[config.mk]
export PLATFORM = sky130hd
export DESIGN_NAME = irq_controller
export DESIGN_NICKNAME = d
export VERILOG_FILES = /design/src/rtl/irq_controller.sv
export SDC_FILE = /design/constraint.sdc
export NUM_CORES = 1
export LEC_CHECK = 0
export ABC_AREA = 0
export BUFFER_PORTS_ARGS = -buffer_cell sky130_fd_sc_hd__buf_2
export CORE_MARGIN = 2
export CORE_UTILIZATION = 25
export CTS_BUF_LIST = sky130_fd_sc_hd__clkbuf_8
export DETAILED_ROUTE_END_ITERATION = 8
export GPL_ROUTABILITY_DRIVEN = 0
export PLACE_DENSITY = 0.48
export SETUP_SLACK_MARGIN = 0.05
export SYNTH_ARGS = -nofsm -noshare
export SYNTH_HDL_FRONTEND = slang
export SYNTH_SLANG_ARGS = --single-unit
[constraint.sdc]
create_clock -name clk -period 2.5 [get_ports clk]
set_clock_uncertainty 0.15 [all_clocks]
set_input_delay 0.375 -clock clk [delete_from_list [all_inputs] [get_ports clk]]
set_output_delay 0.375 -clock clk [all_outputs]
set_load 0.02 [all_outputs]
[src/rtl/irq_controller.sv]
// ---------------------------------------------------------------------------
// irq_controller
//
// This block sits between the peripheral interrupt lines and the CPU control
// FSM. Each request line passes through a 2-flop synchroniser and a
// rising-edge detector, and the result is latched into a pending register.
// A software mask is applied to the pending register. The block presents one
// fixed-priority source ID and holds it until the CPU acknowledges it
// (ack = save_state) and then ends the interrupt (eoi = restore_state).
// The lowest source index has the highest priority.
//
// Build option:
//   IRQ_LEVEL_SENSE_EN - adds a MODE register. A MODE bit of 1 makes that
//                        source level-sensitive. When the macro is undefined,
//                        every source is edge-sensitive and MODE reads as 0.
//
// Parameters:
//   NUM_SOURCES     - number of request inputs, must be <= 2**INTERRUPT_WIDTH-1
//   INTERRUPT_WIDTH - width of the ID bus; ID 0 = none, ID k = source k-1
//
// Ports:
//   clk        in   system clock
//   rst_n      in   asynchronous active-low reset; release is synchronised
//                   upstream
//   irq_in     in   raw request lines, asynchronous to clk
//   ack        in   one-cycle strobe, CPU accepted the presented ID
//   eoi        in   one-cycle strobe, handler finished
//   cfg_we     in   configuration write strobe
//   cfg_sel    in   0=MASK, 1=PEND (write-1-to-clear), 2=MODE, 3=reserved
//   cfg_wdata  in   configuration write data
//   cfg_rdata  out  combinational read of the selected register
//   interrupt  out  registered source ID, 0 = none
//   in_service out  high while a handler is active
// ---------------------------------------------------------------------------
module irq_controller #(
    parameter int NUM_SOURCES     = 8,
    parameter int INTERRUPT_WIDTH = 4
) (
    input  logic                       clk,
    input  logic                       rst_n,
    input  logic [NUM_SOURCES-1:0]     irq_in,
    input  logic                       ack,
    input  logic                       eoi,
    input  logic                       cfg_we,
    input  logic [1:0]                 cfg_sel,
    input  logic [NUM_SOURCES-1:0]     cfg_wdata,
    output logic [NUM_SOURCES-1:0]     cfg_rdata,
    output logic [INTERRUPT_WIDTH-1:0] interrupt,
    output logic                       in_service
);

    typedef enum logic [1:0] {
        S_IDLE    = 2'd0,
        S_PRESENT = 2'd1,
        S_SERVICE = 2'd2
    } state_t;

    logic [NUM_SOURCES-1:0]     sync1_q, sync2_q, prev_q;
    logic [NUM_SOURCES-1:0]     pend_q, pend_d;
    logic [NUM_SOURCES-1:0]     mask_q;
    logic [NUM_SOURCES-1:0]     mode_w;
    state_t                     state_q;
    logic [INTERRUPT_WIDTH-1:0] id_q;
    logic                       in_service_q;

    logic [NUM_SOURCES-1:0]     edge_det;
    logic [NUM_SOURCES-1:0]     eligible;
    logic [NUM_SOURCES-1:0]     id_onehot;
    logic [NUM_SOURCES-1:0]     pend_clr;
    logic [INTERRUPT_WIDTH-1:0] win_id;
    logic                       src_eligible;
    logic                       accept;

    // Synchroniser, edge history, pending and mask registers
    always_ff @(posedge clk or negedge rst_n) begin
        if (!rst_n) begin
            sync1_q <= '0;
            sync2_q <= '0;
            prev_q  <= '0;
            pend_q  <= '0;
            mask_q  <= '1;
        end else begin
            sync1_q <= irq_in;
            sync2_q <= sync1_q;
            prev_q  <= sync2_q;
            pend_q  <= pend_d;
            if (cfg_we && cfg_sel == 2'd0) begin
                mask_q <= cfg_wdata;
            end
        end
    end

`ifdef IRQ_LEVEL_SENSE_EN
    logic [NUM_SOURCES-1:0] mode_q;

    always_ff @(posedge clk or negedge rst_n) begin
        if (!rst_n) begin
            mode_q <= '0;
        end else if (cfg_we && cfg_sel == 2'd2) begin
            mode_q <= cfg_wdata;
        end
    end

    assign mode_w = mode_q;
`else
    assign mode_w = '0;
`endif

    always_comb begin
        edge_det = sync2_q & ~prev_q;
        eligible = pend_q & ~mask_q;

        // Scan downwards so that the lowest eligible index is the last one
        // written, which makes it the winner.
        win_id = '0;
        for (int i = NUM_SOURCES - 1; i >= 0; i--) begin
            if (eligible[i]) begin
                win_id = INTERRUPT_WIDTH'(i + 1);
            end
        end

        // Decode the latched ID back to its source bit (all zeros when ID = 0).
        id_onehot = '0;
        for (int i = 0; i < NUM_SOURCES; i++) begin
            if (id_q == INTERRUPT_WIDTH'(i + 1)) begin
                id_onehot[i] = 1'b1;
            end
        end

        // The presented source stays valid only while it is still pending and
        // unmasked. This covers a mask write, a PEND clear and a level drop.
        src_eligible = |(eligible & id_onehot);
        accept       = (state_q == S_PRESENT) && src_eligible && ack;

        pend_clr = '0;
        if (accept) begin
            pend_clr = id_onehot;
        end
        if (cfg_we && cfg_sel == 2'd1) begin
            pend_clr = pend_clr | cfg_wdata;
        end

        // Set is OR-ed in after the clear, so a coincident new edge survives.
        pend_d = (pend_q & ~pend_clr) | edge_det;
        // Level-sensitive sources simply track the synchronised line.
        pend_d = (pend_d & ~mode_w) | (sync2_q & mode_w);
    end

    // Presentation FSM with registered ID and in_service outputs
    always_ff @(posedge clk or negedge rst_n) begin
        if (!rst_n) begin
            state_q      <= S_IDLE;
            id_q         <= '0;
            in_service_q <= 1'b0;
        end else begin
            case (state_q)
                S_IDLE: begin
                    if (|eligible) begin
                        id_q    <= win_id;
                        state_q <= S_PRESENT;
                    end
                end
                S_PRESENT: begin
                    if (!src_eligible) begin
                        id_q    <= '0;
                        state_q <= S_IDLE;
                    end else if (ack) begin
                        in_service_q <= 1'b1;
                        state_q      <= S_SERVICE;
                    end
                end
                S_SERVICE: begin
                    // The ID is held so that the CPU can still read the vector
                    // one cycle after ack.
                    if (eoi) begin
                        in_service_q <= 1'b0;
                        id_q         <= '0;
                        state_q      <= S_IDLE;
                    end
                end
                default: begin
                    state_q      <= S_IDLE;
                    id_q         <= '0;
                    in_service_q <= 1'b0;
                end
            endcase
        end
    end

    always_comb begin
        case (cfg_sel)
            2'd0:    cfg_rdata = mask_q;
            2'd1:    cfg_rdata = pend_q;
            2'd2:    cfg_rdata = mode_w;
            default: cfg_rdata = '0;
        endcase
    end

    assign interrupt  = id_q;
    assign in_service = in_service_q;

endmodule
==> run metrics <==
most frequent cells in the layout=dfrtp_1, buf_2, nand2_1; Fmax=between 400 and 500 MHz; WL final=4664 um; # nets final=roughly 240; setup repair bufs after CTS=0; clk_lat worst skew=about 0.30 ns; dpl hpwl=between 3000 and 4000 um; layout cells sized above 1=0.3198; worst-path cell chain=or3b_1 -> o32a_1 -> a41oi_2 -> and2_2 -> a41oi_1; drt first pass iters=5; Die Y=94.38 um; count of different cell masters after synthesis=37; startpoint types=flip-flop; largest net degree at the start of global routing=25; CP max-delay cell=dfrtp_1; P per Cell Area=~830 nW/um2; Final Hold Violating Endpoints=0; setup_tns=0 ns; Worst Hold End=sync1_q[7]$_DFF_PN0_; Syn. warnings=0; Synth Instances=180; Root Buffer=clkbuf_8; DR DRC count=0; first-pass GRT wire length=7472 um; status=complete, no violations; Filler cells=approximately 820; Max Cap Viol=0; htree depth=2; chip width=around 94 um; R2R Path Start=interrupt[1]$_DFFE_PN0P_; Worst path max stage delay=0.50 ns; Tot GR Track Use=0.1127; mapped cell area=between 2000 and 2500 um2; Bufs on Longest Clock Path=2; R2R setup slack=about 0.27 ns; # IOs=36; clock transition at the registers of the reported paths=~0.090 ns; worst hold path depth=1; storage element area=1186 um2; synthesis-stage register bit count=47; Routed WL per cell=~14 um; Hold Slack=0.02356 ns; Post-synth EDFFs=0; ANT nets after route=0; global route overflow=0; Tcrit/Tclk final=0.8935; normalized max-slew margin=0.6103; critical path class=reg2reg; DR vias/cell=around 4.4; most common cell after layout, fill and taps aside=dfrtp_1; CORE AREA=between 7000 and 8000 um2; Iteration-0 DRC Markers=82; area of the multi-input gates=approximately 800 um2; R2R Path End=pend_q[1]$_DFF_PN0_; clock sinks=47; row cnt=32; placed cell areas=about 2300 um2; mean area per synthesized cell=approximately 11 um2; leak pwr=between 1 and 1.5 nW; Required @ worst endpoint=2.51 ns; Period minus WS final=between 2 and 2.5 ns; Max VDD drop=289.5 uV; Initial Util=0.2615; worst-margin pin slew=~0.58 ns; WP data arrival=around 2.2 ns; endpoints failing setup=0; Antenna diodes=0; Top FF cell, synth=dfrtp_1; TritonCTS clock tree=built; number of CTS-inserted buffers=5; Hold/Removal Path Class=in2reg; total number of vias=~1400; Area growth syn-to-layout=19.98%; worst reg2reg path depth=5; final instance area=about 2400 um2; ys async rst share=1.000; Hold Crit Start=irq_in[7]; Die ar.=8907 um2; post-synthesis sequential area ratio=0.5809; Worst Setup End Kind=flip-flop; final core utilization=0.3138; initial antenna violation count=0; Buffers on Ports=35; crit path max fanout=10; syn nets=203; vias in the first global route=1428; RSZ-0062 raised after global routing=false; pins over their slew limit=0
-- cell usage after synthesis (3+ instances only) --
cell type / number / area share
dfrtp_1: 39 / 0.48
nand2_1: 16 / 0.029
nor2_1: 14 / 0.026
a21oi_1: 11 / 0.027
nand2b_1: 10 / 0.031
dfstp_2: 8 / 0.10
mux2_2: 8 / 0.044
mux2i_1: 8 / 0.039
nor2b_1: 8 / 0.025
o21ai_0: 8 / 0.020
inv_1: 6 / 0.011
clkbuf_1: 4 / 0.0074
nor3b_1: 4 / 0.015
a31oi_1: 3 / 0.0092
a41oi_1: 3 / 0.013
and3b_1: 3 / 0.013
-- sequential cells by signal, summed over array words and instances, names as in the netlist --
| signal | count |
|---|---|
| mask_q | 8 |
| pend_q | 8 |
| prev_q | 8 |
| sync1_q | 8 |
| sync2_q | 8 |
| interrupt | 4 |
| state_q | 2 |
| in_service | 1 |
-- routing by layer --
| layer | global-route usage | up-vias | share of wire |
|---|---|---|---|
| met5 | 0 | - | 0 |
| met2 | 0.1690 | 34 | 0.45 |
| met4 | 0.03623 | 0 | 0.015 |
| li1 | - | 712 | - |
| met3 | 0.02554 | 7 | 0.038 |
| met1 | 0.1615 | 686 | 0.50 |
-- cell families (layout without fill, tap and decap cells) --
logic type      count (synthesis)  after routing  synth area share
simple gates                   71             71            0.1979
mux                            16             16           0.08334
flops                          47             47            0.5809
compound gates                 34             34            0.1085
buf+inv                        12             54           0.02941
-- critical path: cells and delay by family, from the launching register on --
family	cells	cell delay, ns
flops	1	0.50
compound gates	3	0.71
simple gates	2	0.73
-- worst max-delay path by stage --
stage	from	end	slack (ns)	cells after the start
finish	interrupt[1]$_DFFE_PN0P_	pend_q[1]$_DFF_PN0_	0.27	5
global route	interrupt[1]$_DFFE_PN0P_	pend_q[1]$_DFF_PN0_	0.17	5
CTS	interrupt[1]$_DFFE_PN0P_	pend_q[3]$_DFF_PN0_	0.15	5
detailed placement	interrupt[1]$_DFFE_PN0P_	pend_q[1]$_DFF_PN0_	0.18	5
global placement	interrupt[1]$_DFFE_PN0P_	pend_q[5]$_DFF_PN0_	0.21	5
floorplan	interrupt[1]$_DFFE_PN0P_	pend_q[3]$_DFF_PN0_	0.36	7
-- metrics by stage --
stage                     setup WS, ns  power (mW)  instances
final                           0.2664       2.041        324
after global routing            0.1728       2.186        324
after CTS                       0.1479       2.074        324
after detailed placement        0.1785       1.594        315
after global placement          0.2114       1.591        315
after floorplan                 0.3572       1.397        180
-- repair_timing --
action	4_1_cts	5_1_grt
endpoints found under the hold margin	21	0
setup endpoints to repair	0	3
hold buffers	1	0
resized for setup	0	1
-- cell type report --
cell class                      instances  area share
Clock inverter                          3    0.008172
Inverter                                6    0.009193
Timing Repair Buffer                   40     0.09295
Clock buffer                            5     0.02809
Tap cell                              102     0.05209
Sequential cell                        47      0.4842
Multi-Input combinational cell        121      0.3253
-- report_power, final --
group          internal [mW]  switching (mW)
combinational          0.244           0.349
sequential             0.886          0.0960
clock                  0.197           0.269
No activity file was read; power rests on OpenSTA's default activity.
